### src/rtl/npu_pkg.sv
// Shared types for the NPU debug/host target-bus arbiter.
package npu_pkg;

    typedef enum logic [1:0] {
        ARB_IDLE = 2'd0,
        ARB_BUSY = 2'd1,
        ARB_RESP = 2'd2
    } dbg_arb_state_t;

    typedef enum logic {
        ARB_OWN_HOST = 1'b0,
        ARB_OWN_DBG  = 1'b1
    } dbg_arb_owner_t;

    localparam int DBG_ARB_TIMEOUT_DEF = 256;

    // Debug wins when forced or when host was served last; a lone requester always wins.
    function automatic dbg_arb_owner_t rr_pick(input logic req_host, input logic req_dbg,
                                               input logic force_dbg, input dbg_arb_owner_t last);
        if (req_dbg && (!req_host || force_dbg || last == ARB_OWN_HOST))
            return ARB_OWN_DBG;
        return ARB_OWN_HOST;
    endfunction

endpackage

### src/rtl/npu_dbg_arbiter_if.sv
// Host/debug requester ports plus the shared target bus of the debug arbiter.
interface npu_dbg_arbiter_if #(
    parameter int ADDR_WIDTH = 32,
    parameter int DATA_WIDTH = 32
) ();
    logic                  npu_halted;

    logic                  host_req;
    logic                  host_we;
    logic [ADDR_WIDTH-1:0] host_addr;
    logic [DATA_WIDTH-1:0] host_wdata;
    logic                  host_gnt;
    logic                  host_rsp_valid;
    logic                  host_err;
    logic [DATA_WIDTH-1:0] host_rdata;

    logic                  dbg_req;
    logic                  dbg_we;
    logic [ADDR_WIDTH-1:0] dbg_addr;
    logic [DATA_WIDTH-1:0] dbg_wdata;
    logic                  dbg_gnt;
    logic                  dbg_rsp_valid;
    logic                  dbg_err;
    logic [DATA_WIDTH-1:0] dbg_rdata;

    logic                  tgt_req;
    logic                  tgt_we;
    logic [ADDR_WIDTH-1:0] tgt_addr;
    logic [DATA_WIDTH-1:0] tgt_wdata;
    logic [DATA_WIDTH-1:0] tgt_rdata;
    logic                  tgt_ack;
    logic                  tgt_err;
    logic                  tgt_timeout;

    // Arbiter side.
    modport slave (
        input  npu_halted,
        input  host_req, host_we, host_addr, host_wdata,
        output host_gnt, host_rsp_valid, host_err, host_rdata,
        input  dbg_req, dbg_we, dbg_addr, dbg_wdata,
        output dbg_gnt, dbg_rsp_valid, dbg_err, dbg_rdata,
        output tgt_req, tgt_we, tgt_addr, tgt_wdata, tgt_timeout,
        input  tgt_rdata, tgt_ack, tgt_err
    );

    // Environment side: requesters and target.
    modport master (
        output npu_halted,
        output host_req, host_we, host_addr, host_wdata,
        input  host_gnt, host_rsp_valid, host_err, host_rdata,
        output dbg_req, dbg_we, dbg_addr, dbg_wdata,
        input  dbg_gnt, dbg_rsp_valid, dbg_err, dbg_rdata,
        input  tgt_req, tgt_we, tgt_addr, tgt_wdata, tgt_timeout,
        output tgt_rdata, tgt_ack, tgt_err
    );
endinterface

### src/rtl/npu_rr_arb2.sv
// Two-way round-robin arbiter with a debug-priority override.
module npu_rr_arb2
    import npu_pkg::*;
(
    input  logic           clk,
    input  logic           rst_n,
    input  logic           req_host,
    input  logic           req_dbg,
    input  logic           force_dbg,
    input  logic           take,
    output logic           win_valid,
    output dbg_arb_owner_t win_owner
);
    dbg_arb_owner_t last_q, last_d;

    always_comb begin
        win_valid = req_host | req_dbg;
        win_owner = rr_pick(req_host, req_dbg, force_dbg, last_q);
        last_d    = last_q;
        if (take && win_valid)
            last_d = win_owner;
    end

    // Reset to "host served last" so debug takes the first tie.
    always_ff @(posedge clk or negedge rst_n) begin
        if (!rst_n)
            last_q <= ARB_OWN_HOST;
        else
            last_q <= last_d;
    end
endmodule

### src/rtl/npu_dbg_arbiter.sv
// Arbitrates host and JTAG debug accesses onto one target bus, one transaction at a time.
module npu_dbg_arbiter
    import npu_pkg::*;
#(
    parameter int ADDR_WIDTH     = 32,
    parameter int DATA_WIDTH     = 32,
    parameter int TIMEOUT_CYCLES = DBG_ARB_TIMEOUT_DEF
) (
    input  logic               clk,
    input  logic               rst_n,
    npu_dbg_arbiter_if.slave   bus
);
    localparam int                CNT_W    = $clog2(TIMEOUT_CYCLES);
    localparam logic [CNT_W-1:0]  CNT_LAST = CNT_W'(TIMEOUT_CYCLES - 1);

    dbg_arb_state_t        state_q, state_d;
    dbg_arb_owner_t        owner_q, owner_d;
    logic [CNT_W-1:0]      cnt_q, cnt_d;
    logic                  we_q, we_d;
    logic [ADDR_WIDTH-1:0] addr_q, addr_d;
    logic [DATA_WIDTH-1:0] wdata_q, wdata_d;
    logic                  tgt_req_q, tgt_req_d;
    logic                  tgt_timeout_q, tgt_timeout_d;
    logic                  host_gnt_q, host_gnt_d;
    logic                  dbg_gnt_q, dbg_gnt_d;
    logic                  host_rsp_valid_q, host_rsp_valid_d;
    logic                  dbg_rsp_valid_q, dbg_rsp_valid_d;
    logic [DATA_WIDTH-1:0] host_rdata_q, host_rdata_d;
    logic [DATA_WIDTH-1:0] dbg_rdata_q, dbg_rdata_d;
    logic                  host_err_q, host_err_d;
    logic                  dbg_err_q, dbg_err_d;

    logic                  win_valid;
    dbg_arb_owner_t        win_owner;
    logic                  take;
    logic                  rsp_fire;
    logic [DATA_WIDTH-1:0] rsp_rdata;
    logic                  rsp_err;

    npu_rr_arb2 u_rr (
        .clk       (clk),
        .rst_n     (rst_n),
        .req_host  (bus.host_req),
        .req_dbg   (bus.dbg_req),
        .force_dbg (bus.npu_halted),
        .take      (take),
        .win_valid (win_valid),
        .win_owner (win_owner)
    );

    always_comb begin
        state_d       = state_q;
        owner_d       = owner_q;
        cnt_d         = cnt_q;
        we_d          = we_q;
        addr_d        = addr_q;
        wdata_d       = wdata_q;
        tgt_req_d     = 1'b0;
        tgt_timeout_d = 1'b0;
        host_gnt_d    = 1'b0;
        dbg_gnt_d     = 1'b0;
        take          = 1'b0;
        rsp_fire      = 1'b0;
        rsp_rdata     = '0;
        rsp_err       = 1'b0;

        case (state_q)
            ARB_IDLE: begin
                if (win_valid) begin
                    take    = 1'b1;
                    owner_d = win_owner;
                    cnt_d   = '0;
                    state_d = ARB_BUSY;
                    if (win_owner == ARB_OWN_DBG) begin
                        we_d      = bus.dbg_we;
                        addr_d    = bus.dbg_addr;
                        wdata_d   = bus.dbg_wdata;
                        dbg_gnt_d = 1'b1;
                    end else begin
                        we_d       = bus.host_we;
                        addr_d     = bus.host_addr;
                        wdata_d    = bus.host_wdata;
                        host_gnt_d = 1'b1;
                    end
                end
            end
            ARB_BUSY: begin
                tgt_req_d = 1'b1;
                // The first BUSY cycle is the grant cycle; the target is only listened to once tgt_req is up.
                if (tgt_req_q && bus.tgt_ack) begin
                    rsp_fire  = 1'b1;
                    rsp_rdata = we_q ? '0 : bus.tgt_rdata;
                    rsp_err   = bus.tgt_err;
                end else if (tgt_req_q && cnt_q == CNT_LAST) begin
                    rsp_fire      = 1'b1;
                    rsp_err       = 1'b1;
                    tgt_timeout_d = 1'b1;
                end else if (tgt_req_q) begin
                    cnt_d = cnt_q + CNT_W'(1);
                end
                if (rsp_fire) begin
                    tgt_req_d = 1'b0;
                    state_d   = ARB_RESP;
                end
            end
            ARB_RESP: begin
                cnt_d   = '0;
                state_d = ARB_IDLE;
            end
            default: state_d = ARB_IDLE;
        endcase
    end

    // Response fields of the idle requester keep their previous values.
    always_comb begin
        host_rsp_valid_d = rsp_fire && (owner_q == ARB_OWN_HOST);
        dbg_rsp_valid_d  = rsp_fire && (owner_q == ARB_OWN_DBG);
        host_rdata_d     = host_rsp_valid_d ? rsp_rdata : host_rdata_q;
        host_err_d       = host_rsp_valid_d ? rsp_err   : host_err_q;
        dbg_rdata_d      = dbg_rsp_valid_d  ? rsp_rdata : dbg_rdata_q;
        dbg_err_d        = dbg_rsp_valid_d  ? rsp_err   : dbg_err_q;
    end

    always_ff @(posedge clk or negedge rst_n) begin
        if (!rst_n) begin
            state_q          <= ARB_IDLE;
            owner_q          <= ARB_OWN_HOST;
            cnt_q            <= '0;
            we_q             <= 1'b0;
            addr_q           <= '0;
            wdata_q          <= '0;
            tgt_req_q        <= 1'b0;
            tgt_timeout_q    <= 1'b0;
            host_gnt_q       <= 1'b0;
            dbg_gnt_q        <= 1'b0;
            host_rsp_valid_q <= 1'b0;
            dbg_rsp_valid_q  <= 1'b0;
            host_rdata_q     <= '0;
            dbg_rdata_q      <= '0;
            host_err_q       <= 1'b0;
            dbg_err_q        <= 1'b0;
        end else begin
            state_q          <= state_d;
            owner_q          <= owner_d;
            cnt_q            <= cnt_d;
            we_q             <= we_d;
            addr_q           <= addr_d;
            wdata_q          <= wdata_d;
            tgt_req_q        <= tgt_req_d;
            tgt_timeout_q    <= tgt_timeout_d;
            host_gnt_q       <= host_gnt_d;
            dbg_gnt_q        <= dbg_gnt_d;
            host_rsp_valid_q <= host_rsp_valid_d;
            dbg_rsp_valid_q  <= dbg_rsp_valid_d;
            host_rdata_q     <= host_rdata_d;
            dbg_rdata_q      <= dbg_rdata_d;
            host_err_q       <= host_err_d;
            dbg_err_q        <= dbg_err_d;
        end
    end

    assign bus.host_gnt       = host_gnt_q;
    assign bus.dbg_gnt        = dbg_gnt_q;
    assign bus.host_rsp_valid = host_rsp_valid_q;
    assign bus.dbg_rsp_valid  = dbg_rsp_valid_q;
    assign bus.host_rdata     = host_rdata_q;
    assign bus.dbg_rdata      = dbg_rdata_q;
    assign bus.host_err       = host_err_q;
    assign bus.dbg_err        = dbg_err_q;
    assign bus.tgt_req        = tgt_req_q;
    assign bus.tgt_we         = we_q;
    assign bus.tgt_addr       = addr_q;
    assign bus.tgt_wdata      = wdata_q;
    assign bus.tgt_timeout    = tgt_timeout_q;
endmodule

### src/flat_wrapper.sv
// flat-port wrapper written by rule: the top's interface ports become plain ports
module npu_dbg_arbiter_flat import npu_pkg::*;
#(
    parameter int ADDR_WIDTH     = 32,
    parameter int DATA_WIDTH     = 32,
    parameter int TIMEOUT_CYCLES = DBG_ARB_TIMEOUT_DEF
)
  (clk, rst_n, bus_npu_halted, bus_host_req, bus_host_we, bus_host_addr, bus_host_wdata, bus_host_gnt, bus_host_rsp_valid, bus_host_err, bus_host_rdata, bus_dbg_req, bus_dbg_we, bus_dbg_addr, bus_dbg_wdata, bus_dbg_gnt, bus_dbg_rsp_valid, bus_dbg_err, bus_dbg_rdata, bus_tgt_req, bus_tgt_we, bus_tgt_addr, bus_tgt_wdata, bus_tgt_timeout, bus_tgt_rdata, bus_tgt_ack, bus_tgt_err);
  npu_dbg_arbiter_if #(.ADDR_WIDTH(ADDR_WIDTH), .DATA_WIDTH(DATA_WIDTH)) bus_i ();
  input  logic clk;
  input  logic rst_n;
  input wire logic [$bits(bus_i.npu_halted)-1:0] bus_npu_halted;
  input wire logic [$bits(bus_i.host_req)-1:0] bus_host_req;
  input wire logic [$bits(bus_i.host_we)-1:0] bus_host_we;
  input wire logic [$bits(bus_i.host_addr)-1:0] bus_host_addr;
  input wire logic [$bits(bus_i.host_wdata)-1:0] bus_host_wdata;
  output wire logic [$bits(bus_i.host_gnt)-1:0] bus_host_gnt;
  output wire logic [$bits(bus_i.host_rsp_valid)-1:0] bus_host_rsp_valid;
  output wire logic [$bits(bus_i.host_err)-1:0] bus_host_err;
  output wire logic [$bits(bus_i.host_rdata)-1:0] bus_host_rdata;
  input wire logic [$bits(bus_i.dbg_req)-1:0] bus_dbg_req;
  input wire logic [$bits(bus_i.dbg_we)-1:0] bus_dbg_we;
  input wire logic [$bits(bus_i.dbg_addr)-1:0] bus_dbg_addr;
  input wire logic [$bits(bus_i.dbg_wdata)-1:0] bus_dbg_wdata;
  output wire logic [$bits(bus_i.dbg_gnt)-1:0] bus_dbg_gnt;
  output wire logic [$bits(bus_i.dbg_rsp_valid)-1:0] bus_dbg_rsp_valid;
  output wire logic [$bits(bus_i.dbg_err)-1:0] bus_dbg_err;
  output wire logic [$bits(bus_i.dbg_rdata)-1:0] bus_dbg_rdata;
  output wire logic [$bits(bus_i.tgt_req)-1:0] bus_tgt_req;
  output wire logic [$bits(bus_i.tgt_we)-1:0] bus_tgt_we;
  output wire logic [$bits(bus_i.tgt_addr)-1:0] bus_tgt_addr;
  output wire logic [$bits(bus_i.tgt_wdata)-1:0] bus_tgt_wdata;
  output wire logic [$bits(bus_i.tgt_timeout)-1:0] bus_tgt_timeout;
  input wire logic [$bits(bus_i.tgt_rdata)-1:0] bus_tgt_rdata;
  input wire logic [$bits(bus_i.tgt_ack)-1:0] bus_tgt_ack;
  input wire logic [$bits(bus_i.tgt_err)-1:0] bus_tgt_err;
  assign bus_i.npu_halted = bus_npu_halted;
  assign bus_i.host_req = bus_host_req;
  assign bus_i.host_we = bus_host_we;
  assign bus_i.host_addr = bus_host_addr;
  assign bus_i.host_wdata = bus_host_wdata;
  assign bus_host_gnt = bus_i.host_gnt;
  assign bus_host_rsp_valid = bus_i.host_rsp_valid;
  assign bus_host_err = bus_i.host_err;
  assign bus_host_rdata = bus_i.host_rdata;
  assign bus_i.dbg_req = bus_dbg_req;
  assign bus_i.dbg_we = bus_dbg_we;
  assign bus_i.dbg_addr = bus_dbg_addr;
  assign bus_i.dbg_wdata = bus_dbg_wdata;
  assign bus_dbg_gnt = bus_i.dbg_gnt;
  assign bus_dbg_rsp_valid = bus_i.dbg_rsp_valid;
  assign bus_dbg_err = bus_i.dbg_err;
  assign bus_dbg_rdata = bus_i.dbg_rdata;
  assign bus_tgt_req = bus_i.tgt_req;
  assign bus_tgt_we = bus_i.tgt_we;
  assign bus_tgt_addr = bus_i.tgt_addr;
  assign bus_tgt_wdata = bus_i.tgt_wdata;
  assign bus_tgt_timeout = bus_i.tgt_timeout;
  assign bus_i.tgt_rdata = bus_tgt_rdata;
  assign bus_i.tgt_ack = bus_tgt_ack;
  assign bus_i.tgt_err = bus_tgt_err;
  npu_dbg_arbiter #(.ADDR_WIDTH(ADDR_WIDTH), .DATA_WIDTH(DATA_WIDTH), .TIMEOUT_CYCLES(TIMEOUT_CYCLES)) u_core (.clk(clk), .rst_n(rst_n), .bus(bus_i));
endmodule
### config.mk
export PLATFORM = sky130hd
export DESIGN_NAME = npu_dbg_arbiter_flat
export DESIGN_NICKNAME = d
export VERILOG_FILES = /design/src/rtl/npu_pkg.sv /design/src/rtl/npu_dbg_arbiter_if.sv /design/src/rtl/npu_rr_arb2.sv /design/src/rtl/npu_dbg_arbiter.sv /design/src/flat_wrapper.sv
export SDC_FILE = /design/constraint.sdc
export NUM_CORES = 1
export LEC_CHECK = 0
export CAP_MARGIN = 40
export CORE_MARGIN = 2
export CORE_UTILIZATION = 40
export DETAILED_ROUTE_END_ITERATION = 6
export PLACE_DENSITY_LB_ADDON = 0.3
export SLEW_MARGIN = 15
export SYNTH_ARGS = -nofsm -noshare
export SYNTH_HDL_FRONTEND = slang
export SYNTH_SLANG_ARGS = --single-unit
export TNS_END_PERCENT = 20
### constraint.sdc
create_clock -name clk -period 2.01 [get_ports clk]
set_clock_uncertainty 0.1 [all_clocks]
set_input_delay 0.402 -clock clk [delete_from_list [all_inputs] [get_ports clk]]
set_output_delay 0.402 -clock clk [all_outputs]
set_load 0.005 [all_outputs]
==> results.sh <==
export IMPL_outcome="complete, no violations"
export IMPL_drt_iter0_drc=263
export IMPL_grt_overflow=0
export IMPL_clk_latency_ps=420
export IMPL_clk_pin_slew_worst_paths_ps=60
export IMPL_grt_pass1_wl_um=30990
export IMPL_met2_length_um=9696
export IMPL_yosys_area_top_type="dfrtp_1"
export IMPL_worstSetupPathType="register to output pin"
export IMPL_synth_cell_types=42
export IMPL_critPathMaxStageDelay_ps=560
export IMPL_slew_violations=0
export IMPL_synthFlopType="dfrtp_1"
export IMPL_dieHeight_um=127.3
export IMPL_drive_gt1_frac=0.09134
export IMPL_startpoint_type="register"
export IMPL_reg2regPathDepth=6
export IMPL_maxUsedRoutingLayer="met4"
export IMPL_syn_avg_cell_area_um2=11.85
export IMPL_syn_num_nets=683
export IMPL_cts_max_path_buffers=2
export IMPL_routabilityCongestion=0.8512
export IMPL_die_w_um=127.3
export IMPL_vias=5586
export IMPL_cts_sinks=148
export IMPL_fmaxAchievable_mhz=526.4
export IMPL_final_area_um2=10310
export IMPL_hpwl_um=14050
export IMPL_synthesis_area_um2=6080
export IMPL_fin_crit_sh=0.9451
export IMPL_coreArea_um2=15030
export IMPL_routed_via_density=5.418
export IMPL_p_leak_nw=4.351
export IMPL_synth_warnings=0
export IMPL_vdd_drop_max_v=0.0006337
export IMPL_synth_top_cell_area_share=0.6092
export IMPL_post_route_min_period_ps=1900
export IMPL_cp_num_buf_inv=1
export IMPL_drc_errors=0
export IMPL_p_per_area_nw_per_um2=1517
export IMPL_grt_max_degree=68
export IMPL_post_cts_buffers=0
export IMPL_antenna_cells=0
export IMPL_cp_data_required_time_ps=1510
export IMPL_synth_edf_count=0
export IMPL_drtAntennaViolNets=0
export IMPL_hold_viol=0
export IMPL_wl_met3_um=1562
export IMPL_setup_viol=0
export IMPL_cp_arrival_ps=1400
export IMPL_track_usage=0.2436
export IMPL_antenna_found_initial=0
export IMPL_wirelength_um=19400
export IMPL_ys_seq_area_frac=0.6092
export IMPL_cp_max_fo=4
export IMPL_rsz0062_at_grt="no"
export IMPL_worstMarginPinSlew_ps=354.5
export IMPL_io_pins=306
export IMPL_num_nets_final=1000
export IMPL_placed_cell_area_um2=9577
export IMPL_floorplan_rows=45
export IMPL_max_cap_violations=0
export IMPL_reg2reg_from="u_core.cnt_q[0]"
export IMPL_htreeDepth=4
export IMPL_dieArea_um2=16200
export IMPL_path_depth=1
export IMPL_wl_met1_um=7381
export IMPL_start_util=0.4044
export IMPL_clockRootBuffer="clkbuf_16"
export IMPL_numCtsBuffers=17
export IMPL_yosys_top_cells_area="dfrtp_1 (61%), a22o_1 (9.4%), o2bb2ai_1 (8.4%)"
export IMPL_finalPower_mw=15.64
export IMPL_cp_cell_sequence="clkdlybuf4s50_1"
export IMPL_netlist_instances=513
export IMPL_cpLargestDelayFamily="buffers and inverters"
export IMPL_area_delta_synth_final_pct=69.56
export IMPL_ys_ff_latch=148
export IMPL_r2r_end="u_core.bus.host_rdata[4]"
export IMPL_relSlewSlack=0.7637
export IMPL_grt_pass1_vias=5873
export IMPL_r2r_slack_ps=170
export IMPL_firstDrtPassIters=5
export IMPL_critPathSlowestCell="clkdlybuf4s50_1"
export IMPL_end_kind="output pin"
export IMPL_routedWlPerCell_um=18.81
export IMPL_cts_tree="yes"
export IMPL_async_flop_share=1.000
export IMPL_hold_path_class="input port to asynchronous set/reset pin"
export IMPL_portBuffers=305
[layout make-up]
cell class	count	area, µm²
Fill cell	1086	4725
Sequential cell	148	3705
Timing Repair Buffer	337	3447
Multi-Input combinational cell	323	2190
Clock buffer	20	446.7
Clock inverter	12	274.0
Tap cell	188	235.2
Inverter	3	11.26
[how the worst max path moves through the flow]
stage | startpoint | endpoint | slack [ps]
after floorplan | u_core.cnt_q[0] | u_core.bus.host_rdata[10] | 340
after global placement | bus_host_req | u_core.cnt_q[2] | -2
after detailed placement | bus_host_req | u_core.cnt_q[2] | -20
after CTS | u_core.bus.tgt_we | bus_tgt_we | 8
after global routing | u_core.cnt_q[0] | u_core.bus.dbg_rdata[17] | 50
final | u_core.bus.tgt_we | bus_tgt_we | 110
[through the flow]
step	setup TNS [ps]	std cells	utilization	worst slack [ps]	hold slack [ps]
floorplan	0	513	-	338.4	6.409
global placement	-2.386	998	0.6370	-2.386	182.6
detailed placement	-24.45	998	0.6370	-24.45	185.4
CTS	0	1031	0.6856	7.619	316.3
global route	0	1031	0.6857	49.58	350.8
finish	0	1031	0.6857	110.3	322.8
[layer usage]
metal  vias up  track usage
li1       2546            -
met1      2717       0.2850
met2       273       0.4140
met3        50      0.07328
met4         0       0.1099
met5         -            0
[synthesized netlist by cell type (2+ instances only)]
| cell | n |
|---|---|
| and3_1 | 3 |
| nor2_1 | 64 |
| a22o_1 | 65 |
| o21ai_1 | 8 |
| buf_4 | 6 |
| nand2_1 | 13 |
| mux2i_1 | 7 |
| buf_6 | 3 |
| a211o_1 | 2 |
| nor3_1 | 4 |
| buf_2 | 16 |
| inv_1 | 3 |
| nand3_1 | 3 |
| clkbuf_1 | 13 |
| nand2b_1 | 2 |
| nor3_2 | 2 |
| o2bb2ai_1 | 58 |
| dfrtp_1 | 148 |
| o21a_1 | 2 |
| and2_1 | 2 |
| a31oi_1 | 3 |
| o21ai_0 | 4 |
| a21oi_1 | 63 |
[sequential cells by signal, summed over array words and instances, names as in the netlist, 2 cells and up]
| register | count |
|---|---|
| u_core.bus.dbg_rdata | 32 |
| u_core.bus.host_rdata | 32 |
| u_core.bus.tgt_addr | 32 |
| u_core.bus.tgt_wdata | 32 |
| u_core.cnt_q | 8 |
| u_core.state_q | 2 |
[layout by cell type (no fill, tap or decap), types with 12 or more instances in the layout]
cell type          n
clkdlybuf4s50_1  304
dfrtp_1          147
a22o_1            65
nor2_1            64
a21oi_1           63
o2bb2ai_1         58
buf_4             19
clkbuf_16         17
nand2_1           12
buf_12            12
[report_power, final]
group,internal (mW),switching [mW],leakage [nW]
logic,3.94,2.62,2.20
clock network,2.62,1.25,0.345
registers,4.37,0.839,1.81
total,10.9,4.71,4.35
[repair_timing]
action,CTS,global route
resized for setup,0,1
hold endpoints to repair,26,0
setup endpoints to repair,0,1
hold buffers,1,0
[logic make-up (layout without fill, tap and decap cells)]
group	after synthesis	in the layout	synth area share
compound gates	210	210	0.2560
flops	148	148	0.6092
simple gates	105	105	0.08459
buf+inv	42	372	0.03663
mux	7	7	0.01153
fa+ha+maj	1	1	0.002058
Note: power is estimated with default switching activity, not from simulation.
